<file path="config.mk">
export PLATFORM = sky130hd
export DESIGN_NAME = hazard_unit
export DESIGN_NICKNAME = d
export VERILOG_FILES = /design/src/rtl/hazard_unit.sv
export SDC_FILE = /design/constraint.sdc
export NUM_CORES = 1
export LEC_CHECK = 0
export CORE_UTILIZATION = 35
export CTS_CLUSTER_SIZE = 40
export DETAILED_ROUTE_END_ITERATION = 12
export GPL_ROUTABILITY_DRIVEN = 0
export MAX_ROUTING_LAYER = met4
export PLACE_DENSITY = 0.57
export SYNTH_ARGS = -nofsm -noshare
export SYNTH_HDL_FRONTEND = slang
export SYNTH_SLANG_ARGS = --single-unit
</file>
<file path="constraint.sdc">
create_clock -name clk -period 6.4 [get_ports clk]
set_input_delay 1.6 -clock clk [delete_from_list [all_inputs] [get_ports clk]]
set_output_delay 1.6 -clock clk [all_outputs]
set_load 0.01 [all_outputs]
</file>
<file path="src/rtl/hazard_unit.sv">
// hazard_unit: stall / flush / forward-select controller for the five-stage
// RISC-V pipeline. Control outputs are combinational from the current-cycle
// stage fields. A post-reset window forces the front end to flush for
// RESET_FLUSH cycles. Saturating counters record cycles, load-use stalls,
// redirect flushes and forwarding activity.
module hazard_unit #(
    parameter int CNT_W       = 32,
    parameter int RESET_FLUSH = 2
) (
    input  logic             clk,
    input  logic             rst,
    input  logic [4:0]       Rs1D,
    input  logic [4:0]       Rs2D,
    input  logic [4:0]       Rs1E,
    input  logic [4:0]       Rs2E,
    input  logic [4:0]       RdE,
    input  logic [4:0]       RdM,
    input  logic [4:0]       RdW,
    input  logic [1:0]       ResultSrcE,
    input  logic             RegWriteM,
    input  logic             RegWriteW,
    input  logic             PCSrcE,
    input  logic             cnt_clr,
    output logic             StallF,
    output logic             StallD,
    output logic             FlushD,
    output logic             FlushE,
    output logic [1:0]       ForwardAE,
    output logic [1:0]       ForwardBE,
    output logic             init_busy,
    output logic [CNT_W-1:0] cyc_cnt,
    output logic [CNT_W-1:0] stall_cnt,
    output logic [CNT_W-1:0] flush_cnt,
    output logic [CNT_W-1:0] fwd_cnt
);

    // Init counter just wide enough to hold RESET_FLUSH; one bit minimum so a
    // disabled window still yields a legal (constant zero) register.
    localparam int INIT_W = (RESET_FLUSH > 0) ? $clog2(RESET_FLUSH + 1) : 1;
    localparam logic [INIT_W-1:0] INIT_LOAD = INIT_W'(RESET_FLUSH);

    // Forward-select encodings for the EX operand muxes.
    localparam logic [1:0] FWD_RF  = 2'b00;
    localparam logic [1:0] FWD_WB  = 2'b01;
    localparam logic [1:0] FWD_MEM = 2'b10;

    // ResultSrcE encoding that marks a load in EX.
    localparam logic [1:0] RES_LOAD = 2'b01;

    logic [INIT_W-1:0] initCnt_r;
    logic              initBusy_s;
    logic              lwStall_s;
    logic [1:0]        fwdA_s;
    logic [1:0]        fwdB_s;
    logic              stallInc_s;
    logic              flushInc_s;
    logic              fwdInc_s;
    logic [CNT_W-1:0]  cycCnt_r;
    logic [CNT_W-1:0]  stallCnt_r;
    logic [CNT_W-1:0]  flushCnt_r;
    logic [CNT_W-1:0]  fwdCnt_r;

    // Select the newest producer of a source register. MEM holds the younger
    // result, so it is checked before WB. x0 is never forwarded since it is
    // hardwired to zero regardless of what an older instruction targeted.
    function automatic logic [1:0] fwdSel(
        input logic [4:0] rs,
        input logic [4:0] rdMem,
        input logic       wrMem,
        input logic [4:0] rdWb,
        input logic       wrWb
    );
        logic [1:0] sel;
        if ((rs != 5'd0) && (rs == rdMem) && wrMem) begin
            sel = FWD_MEM;
        end else if ((rs != 5'd0) && (rs == rdWb) && wrWb) begin
            sel = FWD_WB;
        end else begin
            sel = FWD_RF;
        end
        return sel;
    endfunction

    // Increment that sticks at all-ones instead of wrapping to zero.
    function automatic logic [CNT_W-1:0] satInc(
        input logic [CNT_W-1:0] value,
        input logic             en
    );
        logic [CNT_W-1:0] nextVal;
        if (en && (value != {CNT_W{1'b1}})) begin
            nextVal = value + CNT_W'(1);
        end else begin
            nextVal = value;
        end
        return nextVal;
    endfunction

    // Post-reset window counter: reloads on reset, counts down to zero.
    always_ff @(posedge clk or posedge rst) begin
        if (rst) begin
            initCnt_r <= INIT_LOAD;
        end else if (initCnt_r != '0) begin
            initCnt_r <= initCnt_r - INIT_W'(1);
        end else begin
            initCnt_r <= initCnt_r;
        end
    end

    assign initBusy_s = (initCnt_r != '0);
    assign init_busy  = initBusy_s;

    // Raw hazard detection from the current stage fields.
    always_comb begin
        fwdA_s    = fwdSel(Rs1E, RdM, RegWriteM, RdW, RegWriteW);
        fwdB_s    = fwdSel(Rs2E, RdM, RegWriteM, RdW, RegWriteW);
        lwStall_s = 1'b0;
        if ((ResultSrcE == RES_LOAD) && (RdE != 5'd0) &&
            ((RdE == Rs1D) || (RdE == Rs2D))) begin
            lwStall_s = 1'b1;
        end else begin
            lwStall_s = 1'b0;
        end
    end

    // Pipeline control. During the init window the front end is held in a
    // flushed state and nothing is forwarded. Outside it, a redirect and a
    // load-use stall may coincide; the register clear dominates the hold
    // downstream, so both are simply driven.
    always_comb begin
        StallF    = 1'b0;
        StallD    = 1'b0;
        FlushD    = 1'b0;
        FlushE    = 1'b0;
        ForwardAE = FWD_RF;
        ForwardBE = FWD_RF;
        if (initBusy_s) begin
            StallF    = 1'b1;
            StallD    = 1'b0;
            FlushD    = 1'b1;
            FlushE    = 1'b1;
            ForwardAE = FWD_RF;
            ForwardBE = FWD_RF;
        end else begin
            StallF    = lwStall_s;
            StallD    = lwStall_s;
            FlushD    = PCSrcE;
            FlushE    = lwStall_s | PCSrcE;
            ForwardAE = fwdA_s;
            ForwardBE = fwdB_s;
        end
    end

    // Event qualifiers: only normal-operation cycles are attributed.
    always_comb begin
        stallInc_s = lwStall_s & ~initBusy_s;
        flushInc_s = PCSrcE & ~initBusy_s;
        fwdInc_s   = ((ForwardAE != FWD_RF) | (ForwardBE != FWD_RF)) & ~initBusy_s;
    end

    // Cycle counter; runs through the init window as well.
    always_ff @(posedge clk or posedge rst) begin
        if (rst) begin
            cycCnt_r <= '0;
        end else if (cnt_clr) begin
            cycCnt_r <= '0;
        end else begin
            cycCnt_r <= satInc(cycCnt_r, 1'b1);
        end
    end

    // Load-use stall counter; clear beats a same-cycle increment.
    always_ff @(posedge clk or posedge rst) begin
        if (rst) begin
            stallCnt_r <= '0;
        end else if (cnt_clr) begin
            stallCnt_r <= '0;
        end else begin
            stallCnt_r <= satInc(stallCnt_r, stallInc_s);
        end
    end

    // Redirect flush counter.
    always_ff @(posedge clk or posedge rst) begin
        if (rst) begin
            flushCnt_r <= '0;
        end else if (cnt_clr) begin
            flushCnt_r <= '0;
        end else begin
            flushCnt_r <= satInc(flushCnt_r, flushInc_s);
        end
    end

    // Forwarding-activity counter (either operand forwarded counts once).
    always_ff @(posedge clk or posedge rst) begin
        if (rst) begin
            fwdCnt_r <= '0;
        end else if (cnt_clr) begin
            fwdCnt_r <= '0;
        end else begin
            fwdCnt_r <= satInc(fwdCnt_r, fwdInc_s);
        end
    end

    assign cyc_cnt   = cycCnt_r;
    assign stall_cnt = stallCnt_r;
    assign flush_cnt = flushCnt_r;
    assign fwd_cnt   = fwdCnt_r;

endmodule

</file>
== After elaboration in Yosys (flattened, before gate mapping) ==
Index checks and enable logic that the tools add are counted.

* Word-level logic and storage cells: 70
* Register bits after elaboration: 130
* Memories kept: 0
* Bits in writable memories: 0
* Memory bits (read-only): 0
* Bits in latches: 0

* Divide/modulo/power cells: 0
* Multipliers: 0
* Reductions and logical operators: 24
* $lt $le $gt $ge: 0
* Eq/ne operators: 11
* Add/subtract/negate cells: 5
* Muxes and demuxes: 19
* Bitwise logic cells: 6
* Shift-type cells: 0

{| class="wikitable"
|+ Operators with widths
! kind !! number
|-
| 32-bit 2-to-1 mux || 8
|-
| 32-bit by 1-bit adder with 32-bit output (second input constant) || 4
|-
| 32-bit != test (second input constant) || 4
|-
| 5-bit == test || 6
|-
| 5-bit nonzero test || 3
|-
| 2-bit nonzero test || 7
|-
| 1-bit logical AND || 13
|-
| 2-bit 2-to-1 mux || 4
|-
| 1-bit 2-to-1 mux || 7
|-
| 1-bit AND || 3
|-
| 2-bit by 1-bit == test with 1-bit output (second input constant) || 1
|-
| 1-bit OR || 2
|-
| 2-bit by 1-bit subtractor with 2-bit output (second input constant) || 1
|-
| 1-bit logical OR || 1
|-
| 1-bit NOT || 1
|}

== Longest topological paths before layout ==
Gate-level depths: netlist of the first run.

* Depth in word-level cells: 12
* Depth in mapped cells: 10

== Worst setup path after synthesis of the first run ==
No wires, ideal clock.

* Kind: input -> output
* Start: input port RdE[2]
* End: output port StallD
* Arrival time: 2,716 ps
* Stages: 6
* Slack: 2,084 ps
* Cells stage by stage: xor2_1 nor3_1 a22oi_1 clkbuf_1 or2_2 nor2_1

* Longest elaborated chain between the ends: 5
* Elaborated cells on any way between the ends: 8

{| class="wikitable"
|+ RTL lines
! element !! line !! source
|-
| start, declared || 16 || <nowiki>input logic [4:0] RdE,</nowiki>
|-
| 5-bit == test / 5-bit nonzero test (equally long branches) || 118, 117 ||
|-
| 1-bit logical OR / 1-bit logical AND (equally long branches) || 118, 117 ||
|-
| 1-bit logical AND (*) || 117 || <nowiki>if ((ResultSrcE == RES_LOAD) && (RdE != 5'd0) &&</nowiki>
|-
| 1-bit 2-to-1 mux (*) || 117 ||
|-
| 1-bit 2-to-1 mux (*) || 136 || <nowiki>if (initBusy_s) begin</nowiki>
|-
| end, declared || 25 || <nowiki>output logic StallD,</nowiki>
|}

Every way passes the cells marked *; elsewhere a longest branch is shown, timed or not.

== Final worst setup path of the first run ==
* Start: input port RdE[2]
* End: output port FlushE

* Longest elaborated chain between the ends: 6
* Elaborated cells on any way between the ends: 9

{| class="wikitable"
|+ RTL lines
! element !! line !! source
|-
| 5-bit == test / 5-bit nonzero test (equally long branches) || 118, 117 ||
|-
| 1-bit logical OR / 1-bit logical AND (equally long branches) || 118, 117 ||
|-
| 1-bit logical AND (*) || 117 ||
|-
| 1-bit 2-to-1 mux (*) || 117 ||
|-
| 1-bit OR (*) || 147 || <nowiki>FlushE = lwStall_s | PCSrcE;</nowiki>
|-
| 1-bit 2-to-1 mux (*) || 136 ||
|-
| end, declared || 27 || <nowiki>output logic FlushE,</nowiki>
|}

Marks and branches as above.

==> results.yml, run 1 <==
run_status:
  outcome: "finished, final reports clean"
logic_synthesis:
  synth_cells: 837
  netlist_area_mm2: 0.00765
  ys_warn_count: 0
  synth_common_cells: "dfrtp_1 (129), nor2_1 (98), xnor2_1 (54), nand3_1 (51), a21oi_1 (50)"
  avgSynthCellArea_um2: 9.14
  yosysSeqAreaShare_pct: 42.5
  synth_top_area_share_pct: 42.2
  ys_top_cells_by_area: "dfrtp_1 (42%), xnor2_1 (6.2%), nor2_1 (4.8%), xor2_1 (4.1%), nand4_1 (3.4%)"
  yosysUniqueCellTypes: 56
  synth_edf_count: 0
  synth_top_cell_by_area: "dfrtp_1"
  async_reset_ff_share_pct: 100
  synthesis.nets: 885
  yosys_register_bits: 130
  synth_flop_cell: "dfrtp_1"
  synth.most_common_cell: "dfrtp_1"
place:
  hpwl_um: 14000
  dp.cells: 1260
  io_buffers: 179
cells_and_area:
  stdcell_count: 1289
  drive_gt1_share_pct: 7.50
  final-seq-area_mm2: 0.00325
  finalNetCount: 1052
  diodes: 0
  synthToLayoutAreaGrowth_pct: 33.6
  multi_input_area_mm2: 0.00415
  fill_cells: 2096
worst_setup_path:
  cpMostUsedCell: "clkdlybuf4s50_1"
  cp_slowest_cell: "a22oi_1"
  crit_path_max_fanout: 12
  critPathLaunchType: "primary input"
  crit_path_max_incr_delay_ps: 790
  worstPathRequired_ps: 4800
  path_buf_inv: 2
  crit_family: "buffers and inverters"
  critPathCaptureType: "output pin"
  path_class: "primary input to output pin"
  arrival_ps: 3950
  crit_chain: "clkdlybuf4s50_1 > xor2_1 > nor3_1 > a22oi_1 > or2_2 > nand2b_1 > clkdlybuf4s50_1"
grt:
  grt.met1_usage_pct: 27.1
  use_met3_pct: 3.14
  top_usage_layer: "met2"
  grtUsageTotal_pct: 19.9
  grt_use_met2_pct: 30.0
  grt_max_degree: 87
  grt_pass1_wl_um: 34900
  grt_pass1_vias: 6752
  overflow: 0
  antenna_found_initial: 0
sta:
  period_needed_ps: 5550
  holdWs_ps: 471
  finalCritPeriodShare_pct: 86.8
  final-max-slew-violation-count: 0
  max_freq_mhz: 180
  setup_viol: 0
  relSlewSlack_pct: 29.7
  rsz0062_at_grt: "no"
  tightest_slew_ps: 1050
  hold_violations: 0
  fin_setup_tns_ps: 0
  clock_skew_ps: 12.7
clocking:
  cts_buffer_depth: 2
  clkSinkCount: 130
  insertion_delay_ps: 420
  cts_root_buffer: "clkbuf_16"
  clkTransAtPathRegs_ps: 50
  numCtsBuffers: 17
  ctsResizeCount: 0
  htreeDepth: 4
  tritoncts: "built"
  cts_hold_buffers: 0
  cts_setup_buffers: 0
routing:
  drc: 0
  postRouteAntennaNets: 0
  vias: 6987
  drtIter0Drc: 328
  drtPass1Iterations: 5
  vias_per_cell: 5.42
  wire_per_inst_um: 16.0
  totalWireLength_um: 20600
power_and_ir_drop:
  p_int_uw: 1460
  comb_power_share_pct: 6.4
  p_sw_share_pct: 23.0
  p_sw_uw: 438
  power.share.sequential_pct: 43.7
  clkPwrFrac_pct: 49.9
  ir_worst_vdd_mv: 0.154
  power_leakage_uw: 0.00375
  pwr_density_cell_mw_per_mm2: 186
worst_hold_path:
  min_path_type: "flop to flop"
die:
  die_area_mm2: 0.0225
  die_w_um: 150
  initial_core_util_pct: 36.0
  top_level_ports: 180
  core_mm2: 0.0212
  rows: 53
  die_y_um: 150
run:
  max_cap_violations: 0
[cell type report]
type                            instances  area share [%]
Clock inverter                         10            1.10
Inverter                               18           0.710
Tap cell                              275            3.37
Multi-Input combinational cell        652            40.6
Sequential cell                       130            31.8
Clock buffer                           19            4.43
Timing Repair Buffer                  185            17.9
[flip-flops by register name (all words and copies together) (netlist names)]
signal / cells
flush_cnt: 32
cyc_cnt: 32
initCnt_r: 2
stall_cnt: 32
fwd_cnt: 32
[routing by layer]
| metal | wire length [um] | share of wire [%] |
|---|---|---|
| met2 | 9510 | 46 |
| met4 | 341 | 1.7 |
| met5 | 0 | 0 |
| met3 | 782 | 3.8 |
| met1 | 9990 | 48 |
[layout by cell type, fill, tap and decap left out, drive strengths merged, types with 3 or more instances in the layout]
master / Yosys / final
and3: 10 / 10
nor2b: 15 / 15
buf: 12 / 7
xnor2: 54 / 54
a31o: 4 / 4
nor2: 99 / 99
nor3b: 6 / 6
mux2: 12 / 12
inv: 18 / 18
nor4b: 6 / 6
clkbuf: 25 / 19
or4: 34 / 34
or3: 19 / 19
mux2i: 3 / 3
nand3: 51 / 51
ha: 5 / 5
nand2: 49 / 49
clkinv: 0 / 6
and2: 6 / 6
nand2b: 11 / 11
nor4: 24 / 24
a21oi: 50 / 50
clkdlybuf4s50: 0 / 178
and4: 19 / 19
xor2: 36 / 36
nand4: 44 / 44
nor3: 29 / 29
o21ai: 21 / 21
dfrtp: 129 / 129
o31ai: 29 / 29
[worst register-to-register path: stages, from the launching register on]
cell and delay (ps):
dfrtp_1 380, inv_1 60, ha_1 290, buf_4 260, inv_1 180, a2111oi_0 410
nand2b_1 570, nor4_1 510, mux2_2 370
[power by group through the flow]
stage / Clock (uW) / Combinational, uW / Sequential (uW)
floorplan: 0 / 67.3 / 846
global placement: 0 / 125 / 846
detailed placement: 0 / 126 / 846
CTS: 971 / 125 / 831
global route: 1010 / 137 / 831
finish: 948 / 122 / 831
[per-stage QoR]
| stage | cell area, um2 | total power, uW | worst slack (ps) | utilization [%] |
|---|---|---|---|---|
| after floorplan | 7650 | 914 | 1330 | - |
| after global placement | 9660 | 971 | 822 | 45.5 |
| after detailed placement | 9660 | 972 | 799 | 45.5 |
| after CTS | 10200 | 1930 | 805 | 48.2 |
| after global routing | 10200 | 1980 | 662 | 48.2 |
| final | 10200 | 1900 | 847 | 48.2 |
[final timing paths]
path                                 end          from  depth (start not counted)  slack, ps
setup / recovery                  FlushE        RdE[2]                          7        850
hold / removal              initCnt_r[0]  initCnt_r[0]                          1        470
setup reg to reg           stall_cnt[29]  initCnt_r[0]                          8       3250
hold reg to reg             initCnt_r[0]  initCnt_r[0]                          1        470
max in group asynchronous  stall_cnt[28]           rst                          3       3550
min in group asynchronous  flush_cnt[29]           rst                          2       1730
[cells by family after synthesis]
family | after synthesis | share of synthesized area, %
buffers and inverters | 55 | 3.34
AOI/OAI and AO/OA | 113 | 9.00
adders and majority gates | 5 | 0.818
xor gates and xnor gates | 90 | 10.3
DFF | 130 | 42.5
muxes | 15 | 2.21
and+or+nand+nor | 429 | 31.8
No activity file was read; power rests on OpenSTA's default activity.
==> run 2, diff against run 1 <==
--- a/config.mk
+++ b/config.mk
@@ -10,7 +10,7 @@
 export DETAILED_ROUTE_END_ITERATION = 12
 export GPL_ROUTABILITY_DRIVEN = 0
 export MAX_ROUTING_LAYER = met4
-export PLACE_DENSITY = 0.57
+export PLACE_DENSITY = 0.62
 export SYNTH_ARGS = -nofsm -noshare
 export SYNTH_HDL_FRONTEND = slang
 export SYNTH_SLANG_ARGS = --single-unit
==> run 2 against run 1 <==
  * Non-clock buffer count unchanged
  * Register-to-register slack better by 30 ps
  * Sequential share of layout area down 0.15 points
  * Critical path type unchanged
  * Largest cell class unchanged
==> results.yml, run 2 (synthesis results as in run 1) <==
place:
  io_buffers: 179
  post-place-ws_ps: 778
  hpwl_um: 14000
routing:
  vias: 6968
  wire_per_inst_um: 15.8
  drtIter0Drc: 367
  totalWireLength_um: 20400
  drc: 0
  vias_per_cell: 5.40
  drtPass1Iterations: 5
  postRouteAntennaNets: 0
die:
  die_area_mm2: 0.0225
  rows: 53
  core_mm2: 0.0212
  die_w_um: 150
  top_level_ports: 180
  die_y_um: 150
  initial_core_util_pct: 36.0
sta:
  finalCritPeriodShare_pct: 87.0
  tightest_slew_ps: 1070
  fin_setup_tns_ps: 0
  rsz0062_at_grt: "no"
  clock_skew_ps: 18.7
  fin_ws_ps: 830
  hold_violations: 0
  final-max-slew-violation-count: 0
  max_freq_mhz: 180
  setup_viol: 0
  period_needed_ps: 5570
  relSlewSlack_pct: 28.2
run:
  max_cap_violations: 0
grt:
  antenna_found_initial: 0
  grt_pass1_wl_um: 33500
  overflow: 0
  grtUsageTotal_pct: 19.1
  grt_pass1_vias: 6517
  grt_max_degree: 90
clocking:
  ctsResizeCount: 0
  cts_buffer_depth: 2
  cts_setup_buffers: 0
  clkSinkCount: 130
  htreeDepth: 4
  clkTransAtPathRegs_ps: 50
  tritoncts: "built"
  cts_root_buffer: "clkbuf_16"
  numCtsBuffers: 17
  insertion_delay_ps: 420
  cts_hold_buffers: 0
cells_and_area:
  most-common-layout-cells: "clkdlybuf4s50_1 (178), dfrtp_1 (129), nor2_1 (98)"
  final-seq-area_mm2: 0.00325
  synthToLayoutAreaGrowth_pct: 34.3
  mostFrequentLayoutCell: "clkdlybuf4s50_1"
  multi_input_area_mm2: 0.00415
  diodes: 0
  fill_cells: 2042
  drive_gt1_share_pct: 7.58
  finalNetCount: 1052
worst_setup_path:
  critPathCaptureType: "output pin"
  arrival_ps: 3970
  critPathLaunchType: "primary input"
  path_class: "primary input to output pin"
  worstPathRequired_ps: 4800
  crit_path_max_fanout: 12
run_status:
  outcome: "finished, final reports clean"
power_and_ir_drop:
  ir_worst_vdd_mv: 0.150
  power_leakage_uw: 0.00377
  pwr_density_cell_mw_per_mm2: 191
worst_hold_path:
  min_path_type: "flop to flop"
==> run 2: changes by cell type in the layout (fill, tap and decap cells not counted), sizes merged <==
cell / previous run / this run
clkinv: 6 / 8
clkinvlp: 2 / 0
bufinv: 2 / 3
clkbuf: 19 / 20
==> run 2: layout make-up <==
type / count / area share (%)
inverter: 18 / 0.707
tap: 275 / 3.35
clock buffer: 20 / 4.45
multi-input combinational: 652 / 40.4
clock inverter: 11 / 1.52
timing repair buffer: 185 / 17.9
sequential: 130 / 31.7
==> run 2: path summary, 6_finish.rpt <==
kind / start / end / slack (ps) / cells past startpoint
setup / recovery: RdE[0] / StallD / 830 / 7
hold / removal: initCnt_r[0] / initCnt_r[0] / 470 / 1
max in group asynchronous: rst / stall_cnt[6] / 3550 / 3
min in group asynchronous: rst / flush_cnt[30] / 1740 / 2
setup reg to reg: initCnt_r[0] / stall_cnt[29] / 3280 / 8
hold reg to reg: initCnt_r[0] / initCnt_r[0] / 470 / 1
==> run 2: report_power, final <==
part | switching [uW] | leakage, uW | total (uW) | internal [uW]
sequential | 5.86 | 0.00181 | 831 | 825
combinational | 70.5 | 0.00166 | 123 | 52.9
clock | 377 | 0.000300 | 1010 | 635
total | 453 | 0.00377 | 1970 | 1510
==> run 2: metrics by stage <==
stage / hold slack (ps) / total power [uW] / area, um2 / util (%) / std cells
floorplan: 446 / 914 / 7650 / - / 837
CTS: 475 / 1990 / 10300 / 48.4 / 1291
detailed placement: 465 / 971 / 9660 / 45.5 / 1260
finish: 472 / 1970 / 10300 / 48.4 / 1291
global placement: 462 / 970 / 9660 / 45.5 / 1260
global route: 501 / 2040 / 10300 / 48.4 / 1291
==> run 2: metal layers <==
metal,global-route usage (%),share of wire (%),up-vias
li1,-,-,3414
met3,3.81,3.8,17
met1,25.1,48,3378
met2,30.0,48,159
met5,-,0,-
met4,4.80,0.87,0
==> run 2: worst max-delay path, cell delays in order <==
cell,delay (ps)
clkdlybuf4s50_1,550
xor2_1,180
nor3_1,70
a22oi_1,750
or2_2,280
nor2_1,40
clkdlybuf4s50_1,500
==> run 3, diff against run 2 <==
--- a/config.mk
+++ b/config.mk
@@ -11,6 +11,7 @@
 export GPL_ROUTABILITY_DRIVEN = 0
 export MAX_ROUTING_LAYER = met4
 export PLACE_DENSITY = 0.62
+export REMOVE_ABC_BUFFERS = 1
 export SYNTH_ARGS = -nofsm -noshare
 export SYNTH_HDL_FRONTEND = slang
 export SYNTH_SLANG_ARGS = --single-unit
==> run 3 against run 2 <==
  * Sequential cell count stayed put
  * Count of clock-buffer cells in the layout is 1 lower
  * Sequential share of layout area barely moved
  * Clock skew is 9.5 ps lower
  * Global-route usage is 0.11 points higher
  * Sequential power is essentially flat
  * Worst setup slack better by 250 ps
  * Utilization barely moved
  * Final cell count did not move
  * Via count is 1.0% higher
  * Register-to-register slack worse by 230 ps
  * Hold slack better by 9.8 ps
  * Critical path type unchanged
  * Highest routed layer unchanged
==> results.yml, run 3 (synthesis results as in run 1) <==
sta:
  clock_skew_ps: 9.19
  setup_viol: 0
  holdWs_ps: 482
  tightest_slew_ps: 1010
  final-max-slew-violation-count: 0
  relSlewSlack_pct: 32.3
  fin_ws_ps: 1070
  period_needed_ps: 5330
  hold_violations: 0
  finalCritPeriodShare_pct: 83.2
  max_freq_mhz: 188
  rsz0062_at_grt: "no"
  fin_setup_tns_ps: 0
cells_and_area:
  finalNetCount: 1054
  fill_cells: 2083
  final-seq-area_mm2: 0.00325
  drive_gt1_share_pct: 7.48
  multi_input_area_mm2: 0.00415
  stdcell_count: 1291
  diodes: 0
  most-common-layout-cells: "clkdlybuf4s50_1 (178), dfrtp_1 (129), nor2_1 (98)"
  mostFrequentLayoutCell: "clkdlybuf4s50_1"
  design_area_mm2: 0.0103
  synthToLayoutAreaGrowth_pct: 34.2
worst_setup_path:
  arrival_ps: 3730
  crit_chain: "clkdlybuf4s50_1 > or4_1 > o21ai_1 > or2_2 > nand2b_1 > clkdlybuf4s50_1"
  critPathCaptureType: "output pin"
  crit_path_max_fanout: 5
  cpMostUsedCell: "clkdlybuf4s50_1"
  worstPathRequired_ps: 4800
  crit_family: "buffers and inverters"
  path_buf_inv: 2
  path_class: "primary input to output pin"
  cp_slowest_cell: "or4_1"
  critPathLaunchType: "primary input"
  crit_path_max_incr_delay_ps: 540
power_and_ir_drop:
  ir_worst_vdd_mv: 0.154
  power_leakage_uw: 0.00377
  pwr_density_cell_mw_per_mm2: 192
routing:
  wl_met2_um: 9500
  drtPass1Iterations: 4
  totalWireLength_um: 20500
  vias_per_cell: 5.45
  drtIter0Drc: 356
  drc: 0
  route.top_layer_used: "met4"
  wire_per_inst_um: 15.9
  postRouteAntennaNets: 0
  wl_met3_um: 1180
  vias: 7039
  wl_met1_um: 9680
clocking:
  clkSinkCount: 130
  cts_hold_buffers: 0
  insertion_delay_ps: 420
  ctsResizeCount: 0
  tritoncts: "built"
  clkTransAtPathRegs_ps: 50
  numCtsBuffers: 17
  cts_root_buffer: "clkbuf_16"
  htreeDepth: 4
  cts_buffer_depth: 2
  cts_setup_buffers: 0
die:
  die_w_um: 150
  rows: 53
  initial_core_util_pct: 36.0
  die_y_um: 150
  die_area_mm2: 0.0225
  core_mm2: 0.0212
  top_level_ports: 180
place:
  hpwl_um: 14100
  dp.cells: 1262
  post-place-ws_ps: 1040
  io_buffers: 179
  postPlaceCellArea_mm2: 0.00967
grt:
  grt_max_degree: 89
  grtUsageTotal_pct: 19.2
  grt_pass1_vias: 6467
  antenna_found_initial: 0
  overflow: 0
  grt_pass1_wl_um: 33200
run_status:
  outcome: "finished, final reports clean"
worst_hold_path:
  min_path_type: "flop to flop"
run:
  max_cap_violations: 0
-- run 3: changes by cell type in the layout (fill, tap and decap cells not counted), sizes merged --
cell and delta:
clkinv -4, buf +2, clkinvlp +2, bufinv +1, clkbuf -1
-- run 3: area by class of cell --
class,instances,share of cell area (%)
Clock buffer,19,4.22
Sequential cell,130,31.7
Timing Repair Buffer,187,18.0
Tap cell,275,3.35
Multi-Input combinational cell,652,40.5
Inverter,18,0.683
Clock inverter,10,1.58
-- run 3: per-stage QoR --
step | total power [uW] | util (%)
finish | 1970 | 48.4
global route | 2050 | 48.4
CTS | 1990 | 48.4
detailed placement | 972 | 45.6
global placement | 972 | 45.6
floorplan | 898 | -
-- run 3: final timing paths --
kind                       slack (ps)  depth (start not counted)       endpoint         start
setup / recovery                 1070                          6         FlushE        RdE[1]
hold / removal                    480                          1   initCnt_r[0]  initCnt_r[0]
setup reg to reg                 3050                          8  stall_cnt[29]  initCnt_r[0]
hold reg to reg                   480                          1   initCnt_r[0]  initCnt_r[0]
max in group asynchronous        3700                          3  stall_cnt[30]           rst
min in group asynchronous        1670                          2    fwd_cnt[24]           rst
-- run 3: report_power, final --
part | total, uW | internal (uW) | leakage [uW] | switching, uW
clock | 1010 | 645 | 0.000285 | 368
combinational | 124 | 53.7 | 0.00167 | 70.3
sequential | 831 | 826 | 0.00181 | 5.46
-- run 3: layer usage --
metal | GRT usage [%] | up-vias
li1 | - | 3413
met1 | 25.2 | 3418
met2 | 29.8 | 193
met3 | 4.76 | 15
met4 | 4.14 | 0
met5 | - | -
